$ cat src/rtl/dynamic_buffer_fetch_arbiter_pkg.sv
// Shared definitions for the dynamic buffer fetch arbiter: slot geometry,
// channel indices and the arbiter state encoding.
package dynamic_buffer_fetch_arbiter_pkg;

  localparam int MAX_DB_SLOT_NUM_LOG      = 12;
  localparam int PACKET_BUFFER_SLOT_WIDTH = 512;

  localparam logic CHNL_0 = 1'b0;
  localparam logic CHNL_1 = 1'b1;

  typedef enum logic [2:0] {
    ST_IDLE   = 3'd0,
    ST_REQ_0  = 3'd1,
    ST_REQ_1  = 3'd2,
    ST_RESP_0 = 3'd3,
    ST_RESP_1 = 3'd4
  } fetch_arb_state_t;

endpackage

$ cat src/rtl/dynamic_buffer_fetch_arbiter.sv
// Two-channel round-robin fetch arbiter: forwards one head-slot request at a time
// to the buffer and steers the multi-beat response back. Optional macro DB_FETCH_ARB_STAT_EN adds per-channel fetch counters.
module dynamic_buffer_fetch_arbiter
  import dynamic_buffer_fetch_arbiter_pkg::*;
#(
  parameter int SLOT_NUM_LOG = MAX_DB_SLOT_NUM_LOG,
  parameter int SLOT_WIDTH   = PACKET_BUFFER_SLOT_WIDTH
) (
  input  logic                    clk,
  input  logic                    rst_n,

  input  logic                    chnl_0_req_valid,
  input  logic [SLOT_NUM_LOG-1:0] chnl_0_req_head,
  output logic                    chnl_0_req_ready,
  output logic                    chnl_0_resp_valid,
  output logic                    chnl_0_resp_start,
  output logic                    chnl_0_resp_last,
  output logic [SLOT_WIDTH-1:0]   chnl_0_resp_data,
  input  logic                    chnl_0_resp_ready,

  input  logic                    chnl_1_req_valid,
  input  logic [SLOT_NUM_LOG-1:0] chnl_1_req_head,
  output logic                    chnl_1_req_ready,
  output logic                    chnl_1_resp_valid,
  output logic                    chnl_1_resp_start,
  output logic                    chnl_1_resp_last,
  output logic [SLOT_WIDTH-1:0]   chnl_1_resp_data,
  input  logic                    chnl_1_resp_ready,

  output logic                    fetch_req_valid,
  output logic [SLOT_NUM_LOG-1:0] fetch_req_head,
  input  logic                    fetch_req_ready,
  input  logic                    fetch_resp_valid,
  input  logic                    fetch_resp_start,
  input  logic                    fetch_resp_last,
  input  logic [SLOT_WIDTH-1:0]   fetch_resp_data,
  output logic                    fetch_resp_ready
`ifdef DB_FETCH_ARB_STAT_EN
  ,
  output logic [31:0]             chnl_0_fetch_cnt,
  output logic [31:0]             chnl_1_fetch_cnt
`endif
);

  fetch_arb_state_t state, state_nxt;
  logic             last_sch_chnl, last_sch_chnl_nxt;
  logic             pkt_done_0, pkt_done_1;

  // Final-beat handshake of the packet currently steered to each channel.
  assign pkt_done_0 = (state == ST_RESP_0) && fetch_resp_valid && chnl_0_resp_ready && fetch_resp_last;
  assign pkt_done_1 = (state == ST_RESP_1) && fetch_resp_valid && chnl_1_resp_ready && fetch_resp_last;

  always_ff @(posedge clk or negedge rst_n) begin
    if (!rst_n) begin
      state         <= ST_IDLE;
      last_sch_chnl <= CHNL_0;
    end else begin
      state         <= state_nxt;
      last_sch_chnl <= last_sch_chnl_nxt;
    end
  end

  always_comb begin
    state_nxt         = state;
    last_sch_chnl_nxt = last_sch_chnl;
    case (state)
      ST_IDLE: begin
        // The channel not served last gets first pick.
        if (last_sch_chnl == CHNL_0) begin
          if (chnl_1_req_valid)      state_nxt = ST_REQ_1;
          else if (chnl_0_req_valid) state_nxt = ST_REQ_0;
        end else begin
          if (chnl_0_req_valid)      state_nxt = ST_REQ_0;
          else if (chnl_1_req_valid) state_nxt = ST_REQ_1;
        end
      end
      ST_REQ_0:  if (chnl_0_req_valid && fetch_req_ready) state_nxt = ST_RESP_0;
      ST_REQ_1:  if (chnl_1_req_valid && fetch_req_ready) state_nxt = ST_RESP_1;
      ST_RESP_0: if (pkt_done_0) begin
        state_nxt         = ST_IDLE;
        last_sch_chnl_nxt = CHNL_0;
      end
      ST_RESP_1: if (pkt_done_1) begin
        state_nxt         = ST_IDLE;
        last_sch_chnl_nxt = CHNL_1;
      end
      default:   state_nxt = ST_IDLE;
    endcase
  end

  always_comb begin
    chnl_0_req_ready  = 1'b0;
    chnl_0_resp_valid = 1'b0;
    chnl_0_resp_start = 1'b0;
    chnl_0_resp_last  = 1'b0;
    chnl_0_resp_data  = '0;
    chnl_1_req_ready  = 1'b0;
    chnl_1_resp_valid = 1'b0;
    chnl_1_resp_start = 1'b0;
    chnl_1_resp_last  = 1'b0;
    chnl_1_resp_data  = '0;
    fetch_req_valid   = 1'b0;
    fetch_req_head    = '0;
    fetch_resp_ready  = 1'b0;
    case (state)
      ST_REQ_0: begin
        fetch_req_valid  = chnl_0_req_valid;
        fetch_req_head   = chnl_0_req_head;
        chnl_0_req_ready = fetch_req_ready;
      end
      ST_REQ_1: begin
        fetch_req_valid  = chnl_1_req_valid;
        fetch_req_head   = chnl_1_req_head;
        chnl_1_req_ready = fetch_req_ready;
      end
      ST_RESP_0: begin
        chnl_0_resp_valid = fetch_resp_valid;
        chnl_0_resp_start = fetch_resp_start;
        chnl_0_resp_last  = fetch_resp_last;
        chnl_0_resp_data  = fetch_resp_data;
        fetch_resp_ready  = chnl_0_resp_ready;
      end
      ST_RESP_1: begin
        chnl_1_resp_valid = fetch_resp_valid;
        chnl_1_resp_start = fetch_resp_start;
        chnl_1_resp_last  = fetch_resp_last;
        chnl_1_resp_data  = fetch_resp_data;
        fetch_resp_ready  = chnl_1_resp_ready;
      end
      default: ;
    endcase
  end

`ifdef DB_FETCH_ARB_STAT_EN
  function automatic logic [31:0] sat_inc(input logic [31:0] v);
    return (v == 32'hFFFF_FFFF) ? v : v + 32'd1;
  endfunction

  always_ff @(posedge clk or negedge rst_n) begin
    if (!rst_n) begin
      chnl_0_fetch_cnt <= '0;
      chnl_1_fetch_cnt <= '0;
    end else begin
      if (pkt_done_0) chnl_0_fetch_cnt <= sat_inc(chnl_0_fetch_cnt);
      if (pkt_done_1) chnl_1_fetch_cnt <= sat_inc(chnl_1_fetch_cnt);
    end
  end
`endif

endmodule

$ cat config.mk
export PLATFORM = sky130hd
export DESIGN_NAME = dynamic_buffer_fetch_arbiter
export DESIGN_NICKNAME = d
export VERILOG_FILES = /design/src/rtl/dynamic_buffer_fetch_arbiter_pkg.sv /design/src/rtl/dynamic_buffer_fetch_arbiter.sv
export SDC_FILE = /design/constraint.sdc
export NUM_CORES = 1
export LEC_CHECK = 0
export BUFFER_PORTS_ARGS = -buffer_cell sky130_fd_sc_hd__clkbuf_2
export CORE_AREA = 2 2 627 629
export DETAILED_ROUTE_END_ITERATION = 16
export DIE_AREA = 0 0 629 631
export GPL_TIMING_DRIVEN = 0
export PLACE_DENSITY = 0.3
export SLEW_MARGIN = 20
export SYNTH_ARGS = -nofsm -noshare
export SYNTH_HDL_FRONTEND = slang
export SYNTH_SLANG_ARGS = --single-unit
$ cat constraint.sdc
create_clock -name clk -period 1.6 [get_ports clk]
set_input_delay 0.4 -clock clk [delete_from_list [all_inputs] [get_ports clk]]
set_output_delay 0.4 -clock clk [all_outputs]
set_load 0.05 [all_outputs]
---- Yosys cells after proc, flatten, opt, wreduce, memory -nomap -nowiden ----
Cells that the tools add are included.
word-level totals
  input port bits ......................... 546
  bits in latches ......................... 0
  output and inout bits ................... 1,046
  bits in registers ....................... 4
  logic and storage cells ................. 49
  bits in writable memories ............... 0
  ROM bits ................................ 0
  memories ................................ 0
cells by class
  $lt $le $gt $ge ......................... 0
  add/sub/neg operators ................... 0
  muxes and demuxes ....................... 26
  eq/ne operators ......................... 9
  bitwise logic cells ..................... 0
  $mul .................................... 0
  shift operators ......................... 0
  reduce and logical (&&, ||, !) cells .... 12
  div/mod/pow operators ................... 0
operators with widths
  operator              number
  $mux W512             2
  $mux W3               9
  $pmux W12 S2          1
  $pmux W3 S5           1
  $mux W1               10
  $logic_and A1 B1 Y1   8
  $ne A2 B2 Y1 const B  4
  $eq A3 B2 Y1 const B  2
  $pmux W1 S2           3
  $reduce_and A5 Y1     1
  $eq A3 B1 Y1 const B  1
  $eq A3 B3 Y1 const B  1
  $logic_not A3 Y1      1
  $ne A3 B3 Y1 const B  1
  $reduce_and A3 Y1     1
  $reduce_bool A2 Y1    1

---- Logic depth before layout (Yosys ltp) ----
Gate-level depths: netlist (run 1).
  word-level depth ........................ 6
  depth in mapped cells ................... 6
  gate-level depth less buffers ........... 4

---- Worst setup path after synthesis (run 1) ----
OpenSTA, ideal clock, no wires.
  path type ............................... reg2out
  start ................................... register state[2]
  end ..................................... output chnl_1_req_ready
  data arrival time ....................... 2.189 ns
  data required time ...................... 1.200 ns
  stages on the path, launching flop included .. 3
  buffers on the path ..................... 1
  slack ................................... -0.989 ns
  path through ............................ dfrtp_1 > buf_2 > nor4b_1
between the ends
  word-level cells in the longest chain between the ends .. 2
ends and longest elaborated chain
  element                 line                                 RTL
  start, declared         dynamic_buffer_fetch_arbiter.sv:45   fetch_arb_state_t state, state_nxt;
  start signal, assigned  dynamic_buffer_fetch_arbiter.sv:58   state <= state_nxt;
  $eq A3 B2 Y1            dynamic_buffer_fetch_arbiter.sv:105  case (state)
  $mux W1                 dynamic_buffer_fetch_arbiter.sv:105
  end, declared           dynamic_buffer_fetch_arbiter.sv:23   output logic chnl_1_req_ready,
Every way passes these cells.

---- Final worst setup path (run 1) ----
  start ................................... register state[1]
  end ..................................... output fetch_req_head[3]
between the ends
  word-level cells in the longest chain between the ends .. 2
  elaborated cells between the ends (all ways) .. 3
  those cells by class .................... eq/ne: 2; mux: 1
ends and longest elaborated chain
  element                                              line                                 RTL
  $eq A3 B2 Y1 / $eq A3 B1 Y1 (equally long branches)  dynamic_buffer_fetch_arbiter.sv:105
  $pmux W12 S2 (*)                                     dynamic_buffer_fetch_arbiter.sv:105
  end, declared                                        dynamic_buffer_fetch_arbiter.sv:31   output logic [SLOT_NUM_LOG-1:0] fetch_req_head,
Mark *: on every way between the ends. The rest lies on a longest branch, timed or not.

==> results.py, run 1 <==
metrics = {
    "timing": {
        "holdWs_ns": 0.492,
        "maxSlewHeadroom_pct": 37.2,
        "tns_ns": -770.00,
        "max_freq_mhz": 399,
        "timing.final.crit_share_pct": 157,
        "hold_viol": 0,
        "setup_viol_count_final": 1048,
        "maxSlewViolCount": 0,
        "least_setup_slack_across_all_paths_after_layout_ns": -0.908,
        "worst_slew_pin_slew_ns": 0.942,
        "final_period_minus_worst_setup_slack_ns": 2.51,
        "final.setup_skew_ns": 0.00172,
        "unrepaired_setup_endpoints_after_global_routing": "true",
    },
    "synth": {
        "synthArstFlopShare_pct": 100,
        "synthesis.area_sq_um": 7470,
        "synth_top_cell_by_area": "and2_1",
        "synth_top_cells_by_area": "and2_1 (86%), clkbuf_2 (4.0%), clkbuf_1 (2.2%)",
        "synth_top_flop_cell": "dfrtp_1",
        "synth_sequential_area_ratio_pct": 1.34,
        "synth.lib_cells_used.distinct": 26,
        "netlist_top_cells_count": "and2_1 (1030), clkbuf_2 (60), clkbuf_1 (44)",
        "post-synth-top-count-cell": "and2_1",
        "synth_fp_nets": 1756,
        "ys_warn_count": 0,
        "synth.ff_latch_count": 4,
        "synth_area_per_cell_sq_um": 6.17,
        "synth_edf_count": 0,
        "synth_cells": 1210,
        "netlist.area_leader.share_pct": 86.3,
    },
    "global_route": {
        "grt_overflow_total": 0,
        "first_global_vias": 15742,
        "antenna_found_initial": 317,
        "grt_pass1_wl_microns": 346000,
        "maximum_number_of_pins_on_one_net_before_global_route_repair": 11,
        "gr-usage-all-layers_pct": 15.0,
    },
    "clock_tree": {
        "clk_pin_slew_ns": 0.03,
        "clock_latency_ns": 0.22,
        "clock_sinks": 4,
        "cts.root.buffer_cell": "clkbuf_16",
        "h_tree_level_count": 1,
        "numCtsBuffers": 3,
        "cts.path.max_buffers": 2,
        "cts_tree": "yes",
    },
    "drt": {
        "drt_iter0_markers": 1078,
        "drt_pre_antenna_iters": 5,
        "drt-total-wl_microns": 312000,
        "num_vias": 17149,
        "ant_nets": 0,
        "drc": 0,
        "wl_per_cell_microns": 38.2,
        "routed_via_density": 2.10,
    },
    "power_and_ir_drop": {
        "ir_worst_vdd_v": 0.000439,
        "static-leakage-power_nw": 15.1,
        "power_density_nw_per_um2": 1290,
    },
    "outcome": {
        "failed_checks": "negative setup slack",
        "run_status": "complete, but fails checks",
    },
    "die": {
        "rows": 230,
        "floorplan.die_area_sq_um": 397000,
        "die_x_microns": 629,
        "core_sq_um": 391000,
        "ios": 1592,
        "die-height_microns": 631,
        "initial_utilization_pct": 1.91,
    },
    "cells_and_area": {
        "final_layout_size_suffix_gt1_share_pct": 98.7,
        "instances_no_fill": 8152,
        "layout.core_utilization_pct": 8.83,
        "areaGrowthSynthToFinish_pct": 362,
        "design.final.nets": 3409,
        "nFillCells": 45768,
    },
    "setup_path": {
        "critPathKind": "reg -> out",
        "arrival_ns": 2.11,
        "crit_required_ns": 1.20,
        "element_type_at_the_critical_path_end": "output port",
        "maximum_net_fanout_on_the_critical_path": 4,
        "critPathLaunchType": "flop",
    },
    "placement": {
        "dp_hpwl_microns": 295000,
        "port_buffers": 1591,
        "place.gp.congestion": 0.911,
        "total_placed_cells_including_tap_cells": 8028,
    },
    "hold_path": {
        "hold_path_class": "in -> reg",
    },
    "job": {
        "maxCapViolations": 0,
    },
}
## layout by cell type (no fill, tap or decap), drive strengths merged
cell type	netlist	layout
nor4b	1	1
a21oi	2	2
nor2	17	17
xnor2	1	1
dlygate4sd3	0	1
and2	1030	1030
a221oi	1	1
clkbuf	104	1491
a211oi	1	1
nand3	3	3
and3	2	2
mux2	2	2
diode	0	71
buf	15	278
mux2i	1	1
a22oi	13	13
inv	2	2
and3b	1	1
dfrtp	4	4
o21ai	3	3
nor3	1	1
a21boi	1	1
nand4b	1	1
nand2	4	4
## sequential cells by signal, indices dropped and copies added (netlist names)
register / cells
state: 3
last_sch_chnl: 1
## metrics by stage
stage / cell area, sq um / power [mW] / setup slack, ns
2_1_floorplan: 11100 / 24.3 / -0.293
3_3_place_gp: 25600 / 36.9 / -2.27
3_5_place_dp: 25600 / 37.0 / -1.73
4_1_cts: 32900 / 43.4 / -0.897
5_1_grt: 34400 / 46.1 / -0.904
6_report: 34500 / 44.6 / -0.908
## what timing repair did
action | 4_1_cts | 5_1_grt
hold endpoints to repair | 4 | 0
setup endpoints to repair | 1048 | 1049
pin swaps | 3 | 1
resized for setup | 1345 | 583
setup buffers | 21 | 5
gates cloned | 17 | 9
hold buffers | 1 | 0
## report_power, final
part	internal [mW]	leakage, nW	total (mW)	switching [mW]
Clock	0.319	0.0374	0.384	0.0651
Sequential	0.146	0.0503	0.191	0.0449
Combinational	16.3	15.0	44.0	27.7
Total	16.8	15.1	44.6	27.8
## cell type report
cell class	instances	area, sq um	share of cell area [%]
clock buffer	3	75.1	0.218
antenna	71	178	0.515
timing repair buffer	1651	16100	46.5
multi-input combinational	1085	9450	27.4
buffer	116	2110	6.11
sequential	4	101	0.294
tap	5220	6530	18.9
inverter	2	10.0	0.0290
## worst max-delay path, cell delays in order (launching register included)
cell and delay (ns):
dfrtp_2 0.44, inv_4 0.08, nor2_2 0.06, buf_8 0.15, a22oi_1 0.76, nor2_1 0.10
clkbuf_2 0.28
## worst paths after layout
path                                         from  slack (ns)  cells after the start                end
max in group asynchronous                   rst_n        0.73                      2           state[1]
worst min register to register      last_sch_chnl        0.55                      2      last_sch_chnl
worst min-delay path            chnl_1_resp_ready        0.49                      3      last_sch_chnl
worst max register to register           state[0]       -0.26                      7           state[0]
min in group asynchronous                   rst_n        0.73                      2           state[2]
worst max-delay path                     state[1]       -0.91                      6  fetch_req_head[3]
## layer usage
layer	GRT usage (%)	vias to the layer above	part of all wire, %
met1	15.7	7929	36
met4	1.92	164	2.2
met2	24.9	1520	46
li1	-	7024	-
met5	0	-	0.36
met3	10.8	512	16
## kinds of logic after synthesis
family | share of synthesized area (%)
simple gates | 88.1
buf+inv | 7.80
compound gates | 2.11
flops | 1.34
mux | 0.536
xor+xnor | 0.117
Power figures use the tool's default switching activity.
==> run 2, diff against run 1 <==
- CAP_MARGIN: not set -> 10
- SKIP_CTS_REPAIR_TIMING: not set -> 1
==> run 2 against run 1 <==
  * The run still ends with negative setup slack left
  * Sequential share of layout area barely moved
  * Clock skew is essentially flat
  * Die area unchanged
  * Clock-buffer cell count is the same
  * Maximum frequency is 6.2% lower
  * Via count increased by 0.97%
  * Critical path type unchanged
  * Largest cell class unchanged
  * Highest routed layer unchanged
==> results.py, run 2 (synthesis gave the netlist of run 1 again) <==
metrics = {
    "outcome": {
        "run_status": "complete, but fails checks",
        "failed_checks": "negative setup slack",
    },
    "die": {
        "initial_utilization_pct": 1.91,
        "floorplan.die_area_sq_um": 397000,
        "ios": 1592,
        "die-height_microns": 631,
        "rows": 230,
        "die_x_microns": 629,
        "core_sq_um": 391000,
    },
    "global_route": {
        "grt_pass1_wl_microns": 338000,
        "gr-usage-all-layers_pct": 14.7,
        "antenna_found_initial": 320,
        "maximum_number_of_pins_on_one_net_before_global_route_repair": 11,
        "grt_overflow_total": 0,
        "first_global_vias": 15154,
    },
    "timing": {
        "worst_slew_pin_slew_ns": 0.985,
        "unrepaired_setup_endpoints_after_global_routing": "true",
        "hold_viol": 0,
        "final.setup_skew_ns": 0.00133,
        "setup_viol_count_final": 1048,
        "timing.final.crit_share_pct": 167,
        "tns_ns": -863.72,
        "maxSlewHeadroom_pct": 34.4,
        "max_freq_mhz": 374,
        "least_setup_slack_across_all_paths_after_layout_ns": -1.07,
        "final_period_minus_worst_setup_slack_ns": 2.67,
        "holdWs_ns": 0.495,
        "maxSlewViolCount": 0,
    },
    "setup_path": {
        "arrival_ns": 2.27,
        "worst_path_max_delay_cell": "a22oi_1",
        "timing.rr.end": "state[0]",
        "maximum_net_fanout_on_the_critical_path": 6,
        "worstRegToRegCells": 7,
        "cp_num_cells": 7,
        "cp_num_buf_inv": 4,
        "critPathKind": "reg -> out",
        "r2r_start": "state[0]",
        "critical_path.cell_chain": "inv_4, buf_4, nor2_2, buf_8, a22oi_1, nor2_1, clkbuf_2",
        "worst_path_dominant_cell_family": "compound AO/OA/AOI/OAI gates",
        "delay_contributed_by_the_slowest_stage_of_the_critical_path_ns": 0.79,
        "critPathLaunchType": "flop",
        "element_type_at_the_critical_path_end": "output port",
        "crit_required_ns": 1.20,
        "reg2reg_slack_ns": -0.24,
    },
    "clock_tree": {
        "numCtsBuffers": 3,
        "cts.path.max_buffers": 2,
        "clock_latency_ns": 0.22,
        "cts_tree": "yes",
        "cts.root.buffer_cell": "clkbuf_16",
        "clk_pin_slew_ns": 0.03,
        "clock_sinks": 4,
        "h_tree_level_count": 1,
    },
    "cells_and_area": {
        "largest_registers_ranked_by_flip_flop_count": "state (3), last_sch_chnl (1)",
        "registers.top_by_ff_count": "state",
        "postLayoutCellArea_sq_um": 32900,
        "design.final.nets": 3470,
        "areaGrowthSynthToFinish_pct": 340,
        "leading_cell_type_in_the_layout_fill_and_taps_excluded": "clkbuf_2",
        "mostFrequentLayoutCells": "clkbuf_2 (1178), and2_4 (1019), buf_12 (261)",
        "nFillCells": 46004,
        "largest_register_ff_count": 3,
        "final_layout_size_suffix_gt1_share_pct": 98.7,
        "instances_no_fill": 8222,
    },
    "placement": {
        "placedInstanceArea_sq_um": 25600,
        "port_buffers": 1591,
        "total_placed_cells_including_tap_cells": 8028,
        "place.gp.congestion": 0.911,
        "dp_hpwl_microns": 295000,
    },
    "hold_path": {
        "hold-path-endpoint": "last_sch_chnl",
        "hold_depth": 3,
        "hold_path.startpoint": "chnl_1_resp_ready",
        "hold_path_class": "in -> reg",
    },
    "drt": {
        "ant_nets": 0,
        "routed_via_density": 2.11,
        "num_vias": 17315,
        "drt-total-wl_microns": 312000,
        "drt_iter0_markers": 1073,
        "drc": 0,
        "wl_per_cell_microns": 38.0,
        "drt_pre_antenna_iters": 5,
    },
    "job": {
        "maxCapViolations": 0,
    },
    "power_and_ir_drop": {
        "static-leakage-power_nw": 14.8,
        "power_density_nw_per_um2": 1290,
        "ir_worst_vdd_v": 0.000441,
    },
}
[run 2: worst max path at each step]
stage	start	to	slack [ns]
3_3_place_gp	state[1]	fetch_req_head[0]	-2.27
2_1_floorplan	state[2]	chnl_1_req_ready	-0.29
5_1_grt	state[1]	chnl_1_resp_data[398]	-1.07
6_report	state[1]	fetch_req_head[3]	-1.07
3_5_place_dp	state[2]	chnl_1_resp_data[315]	-1.73
4_1_cts	state[2]	chnl_1_resp_data[315]	-1.98
[run 2: stage by stage]
| stage | util [%] | power [mW] | setup WS, ns |
|---|---|---|---|
| after detailed placement | 6.56 | 37.0 | -1.73 |
| after CTS | 6.58 | 37.5 | -1.98 |
| after global routing | 8.38 | 43.9 | -1.07 |
| after floorplan | - | 24.3 | -0.293 |
| after global placement | 6.54 | 36.9 | -2.27 |
| final | 8.41 | 42.3 | -1.07 |
[run 2: power breakdown]
group	internal [mW]	switching [mW]	total (mW)	leakage, nW
Clock	0.319	0.0644	0.383	0.0375
Sequential	0.146	0.0502	0.197	0.0503
Combinational	14.2	27.5	41.7	14.7
Total	14.7	27.6	42.3	14.8
[run 2: final cells by class]
type	count	area (sq um)	area share, %
inverters	2	10.0	0.0305
repair buffers	1709	14500	44.1
clock buffers	3	75.1	0.228
multi-input cells	1085	9450	28.7
flip-flops and latches	4	101	0.308
diodes	80	200	0.609
plain buffers	119	1990	6.05
well taps	5220	6530	19.9
[run 2: layer usage]
layer,vias to the layer above,track usage (%),wire length (microns)
li1,7151,-,-
met3,516,11.3,52100
met2,1516,24.2,142000
met4,170,1.99,7430
met1,7962,15.0,109000
met5,-,0,1240
[run 2: worst reg2reg max path, stage by stage (launching register included)]
cell	delay, ns
dfrtp_1	0.38
buf_6	0.14
buf_4	0.13
buf_4	0.14
mux2_4	0.30
a211oi_2	0.25
a221oi_2	0.08
mux2_4	0.31
==> run 3, diff against run 2 <==
- ABC_AREA: not set -> 1
- CORE_AREA: 2 2 627 629 -> 2 2 616 618
- DIE_AREA: 0 0 629 631 -> 0 0 618 620
==> run 3 against run 2 <==
  * The flow still finishes with violations (negative setup slack)
  * Cell area is 28% lower
  * Sequential cell count unchanged
  * Clock skew grew 0.0024 ns
  * Via count grew 9.4%
  * Total power shrank 24%
==> results.py, run 3 <==
metrics = {
    "synth": {
        "synth_cells": 1757,
        "netlist_top_cells_count": "nor2_1 (988), inv_1 (524), buf_2 (56)",
        "synth_top_cells_by_area": "nor2_1 (51%), inv_1 (27%), buf_6 (6.8%)",
        "synth_area_per_cell_sq_um": 4.17,
        "synth_top_cell_by_area": "nor2_1",
        "post-synth-top-count-cell": "nor2_1",
        "synth_fp_nets": 2303,
        "synth_sequential_area_ratio_pct": 1.37,
        "ys_warn_count": 0,
        "synth.lib_cells_used.distinct": 12,
        "synth_top_flop_cell": "dfrtp_1",
        "synthArstFlopShare_pct": 100,
        "synth_edf_count": 0,
        "synthesis.area_sq_um": 7320,
        "synth.ff_latch_count": 4,
        "netlist.area_leader.share_pct": 50.6,
    },
    "power_and_ir_drop": {
        "static-leakage-power_nw": 13.4,
        "ir_worst_vdd_v": 0.000336,
        "p_total_mw": 32.1,
        "power_density_nw_per_um2": 1360,
    },
    "cells_and_area": {
        "largest_register_ff_count": 3,
        "registers.top_by_ff_count": "state",
        "largest_registers_ranked_by_flip_flop_count": "state (3), last_sch_chnl (1)",
        "postLayoutCellArea_sq_um": 23600,
        "mostFrequentLayoutCells": "clkbuf_2 (1279), nor2_1 (928), inv_1 (524)",
        "nFillCells": 45469,
        "final_layout_size_suffix_gt1_share_pct": 54.5,
        "instances_no_fill": 8472,
        "leading_cell_type_in_the_layout_fill_and_taps_excluded": "clkbuf_2",
        "areaGrowthSynthToFinish_pct": 223,
        "design.final.nets": 3905,
    },
    "placement": {
        "placedInstanceArea_sq_um": 21600,
        "total_placed_cells_including_tap_cells": 8364,
        "dp_hpwl_microns": 323000,
        "port_buffers": 1591,
        "place.gp.congestion": 1.11,
    },
    "die": {
        "initial_utilization_pct": 1.94,
        "ios": 1592,
        "core_sq_um": 377000,
        "floorplan.die_area_sq_um": 383000,
        "rows": 226,
        "die-height_microns": 620,
        "die_x_microns": 618,
    },
    "setup_path": {
        "crit_required_ns": 1.20,
        "crit_path_start": "state[2]",
        "element_type_at_the_critical_path_end": "output port",
        "critPathLaunchType": "flop",
        "r2r_start": "state[2]",
        "critPathKind": "reg -> out",
        "arrival_ns": 2.13,
        "maximum_net_fanout_on_the_critical_path": 10,
    },
    "timing": {
        "hold_viol": 0,
        "worst_slew_pin_slew_ns": 0.910,
        "final_period_minus_worst_setup_slack_ns": 2.53,
        "maxSlewViolCount": 0,
        "maxSlewHeadroom_pct": 39.3,
        "setup_viol_count_final": 1046,
        "max_freq_mhz": 395,
        "timing.final.crit_share_pct": 158,
        "unrepaired_setup_endpoints_after_global_routing": "true",
        "final.setup_skew_ns": 0.00370,
        "least_setup_slack_across_all_paths_after_layout_ns": -0.934,
    },
    "clock_tree": {
        "clock_latency_ns": 0.23,
        "clk_pin_slew_ns": 0.03,
        "numCtsBuffers": 3,
        "h_tree_level_count": 1,
        "cts.path.max_buffers": 2,
        "cts_tree": "yes",
        "clock_sinks": 4,
        "cts.root.buffer_cell": "clkbuf_16",
    },
    "global_route": {
        "grt_overflow_total": 0,
        "maximum_number_of_pins_on_one_net_before_global_route_repair": 11,
        "grtUsageMet2_pct": 26.9,
        "grt_util_met3_pct": 12.0,
        "grt_pass1_wl_microns": 367000,
        "grt_busiest_layer": "met2",
        "globalRouteMet1Util_pct": 17.2,
        "first_global_vias": 16606,
        "gr-usage-all-layers_pct": 16.7,
        "antenna_found_initial": 304,
    },
    "outcome": {
        "failed_checks": "negative setup slack",
        "run_status": "complete, but fails checks",
    },
    "hold_path": {
        "hold_path.startpoint": "chnl_1_resp_ready",
        "hold_path_class": "in -> reg",
    },
    "drt": {
        "drc": 0,
        "drt_pre_antenna_iters": 8,
        "num_vias": 18944,
        "wl_per_cell_microns": 39.5,
        "drt_iter0_markers": 1822,
        "drt-total-wl_microns": 334000,
        "ant_nets": 0,
        "routed_via_density": 2.24,
    },
    "job": {
        "maxCapViolations": 0,
    },
}
## run 3: cell types whose count changed in the layout (fill, tap and decap cells not counted), moves of 135 or more
cell and change:
and2_4 -1019, buf_12 -229, buf_8 -173, clkbuf_4 +135, inv_1 +523, nor2_1 +923
## run 3: area by class of cell
cell class	instances	area (sq um)	area share (%)
Tap cell	5016	6280	26.6
Multi-Input combinational cell	1111	4610	19.5
Clock buffer	3	75.1	0.318
Buffer	118	1130	4.78
Sequential cell	4	103	0.434
Antenna cell	99	248	1.05
Inverter	524	1970	8.32
Timing Repair Buffer	1597	9220	39.0
## run 3: per-layer routing
metal / vias up / share of wire [%]
met5: - / 0.42
met4: 148 / 3.3
met3: 517 / 17
met2: 1723 / 45
met1: 8539 / 34
li1: 8017 / -
## run 3: metrics by stage
step | util, % | hold slack, ns | worst slack [ns] | TNS (ns)
2_1_floorplan | - | 0.104 | -0.467 | -429.66
4_1_cts | 5.75 | -0.0223 | -1.71 | -1048.12
6_report | 6.26 | 0.466 | -0.934 | -770.82
5_1_grt | 6.23 | 0.494 | -0.965 | -831.48
3_5_place_dp | 5.73 | 0.216 | -1.47 | -794.27
3_3_place_gp | 5.73 | 0.212 | -1.45 | -790.21
## run 3: worst paths after layout
path,to,slack [ns],cells past startpoint
max,chnl_0_resp_data[152],-0.93,7
min,last_sch_chnl,0.47,3
max reg2reg,last_sch_chnl,0.17,8
min reg2reg,last_sch_chnl,0.53,2
max in group asynchronous,state[1],0.83,2
min in group asynchronous,last_sch_chnl,0.62,2
## run 3: critical path: stages (launching register included)
cell and delay (ns):
dfrtp_2 0.44, inv_1 0.06, nand3_1 0.12, buf_12 0.19
buf_16 0.22, clkbuf_4 0.21, nor2_1 0.23, clkbuf_2 0.33
## run 3: kinds of logic after synthesis
kind of cell	synth area share, %
and+or+nand+nor	58.9
buffers and inverters	39.3
AOI/OAI and AO/OA	0.410
DFF	1.37
## run 3: power by group
group / switching [mW] / leakage, nW / internal [mW] / total [mW]
logic: 25.8 / 13.3 / 5.72 / 31.5
clock network: 0.0800 / 0.0376 / 0.320 / 0.400
registers: 0.0560 / 0.0481 / 0.151 / 0.207
total: 25.9 / 13.4 / 6.19 / 32.1
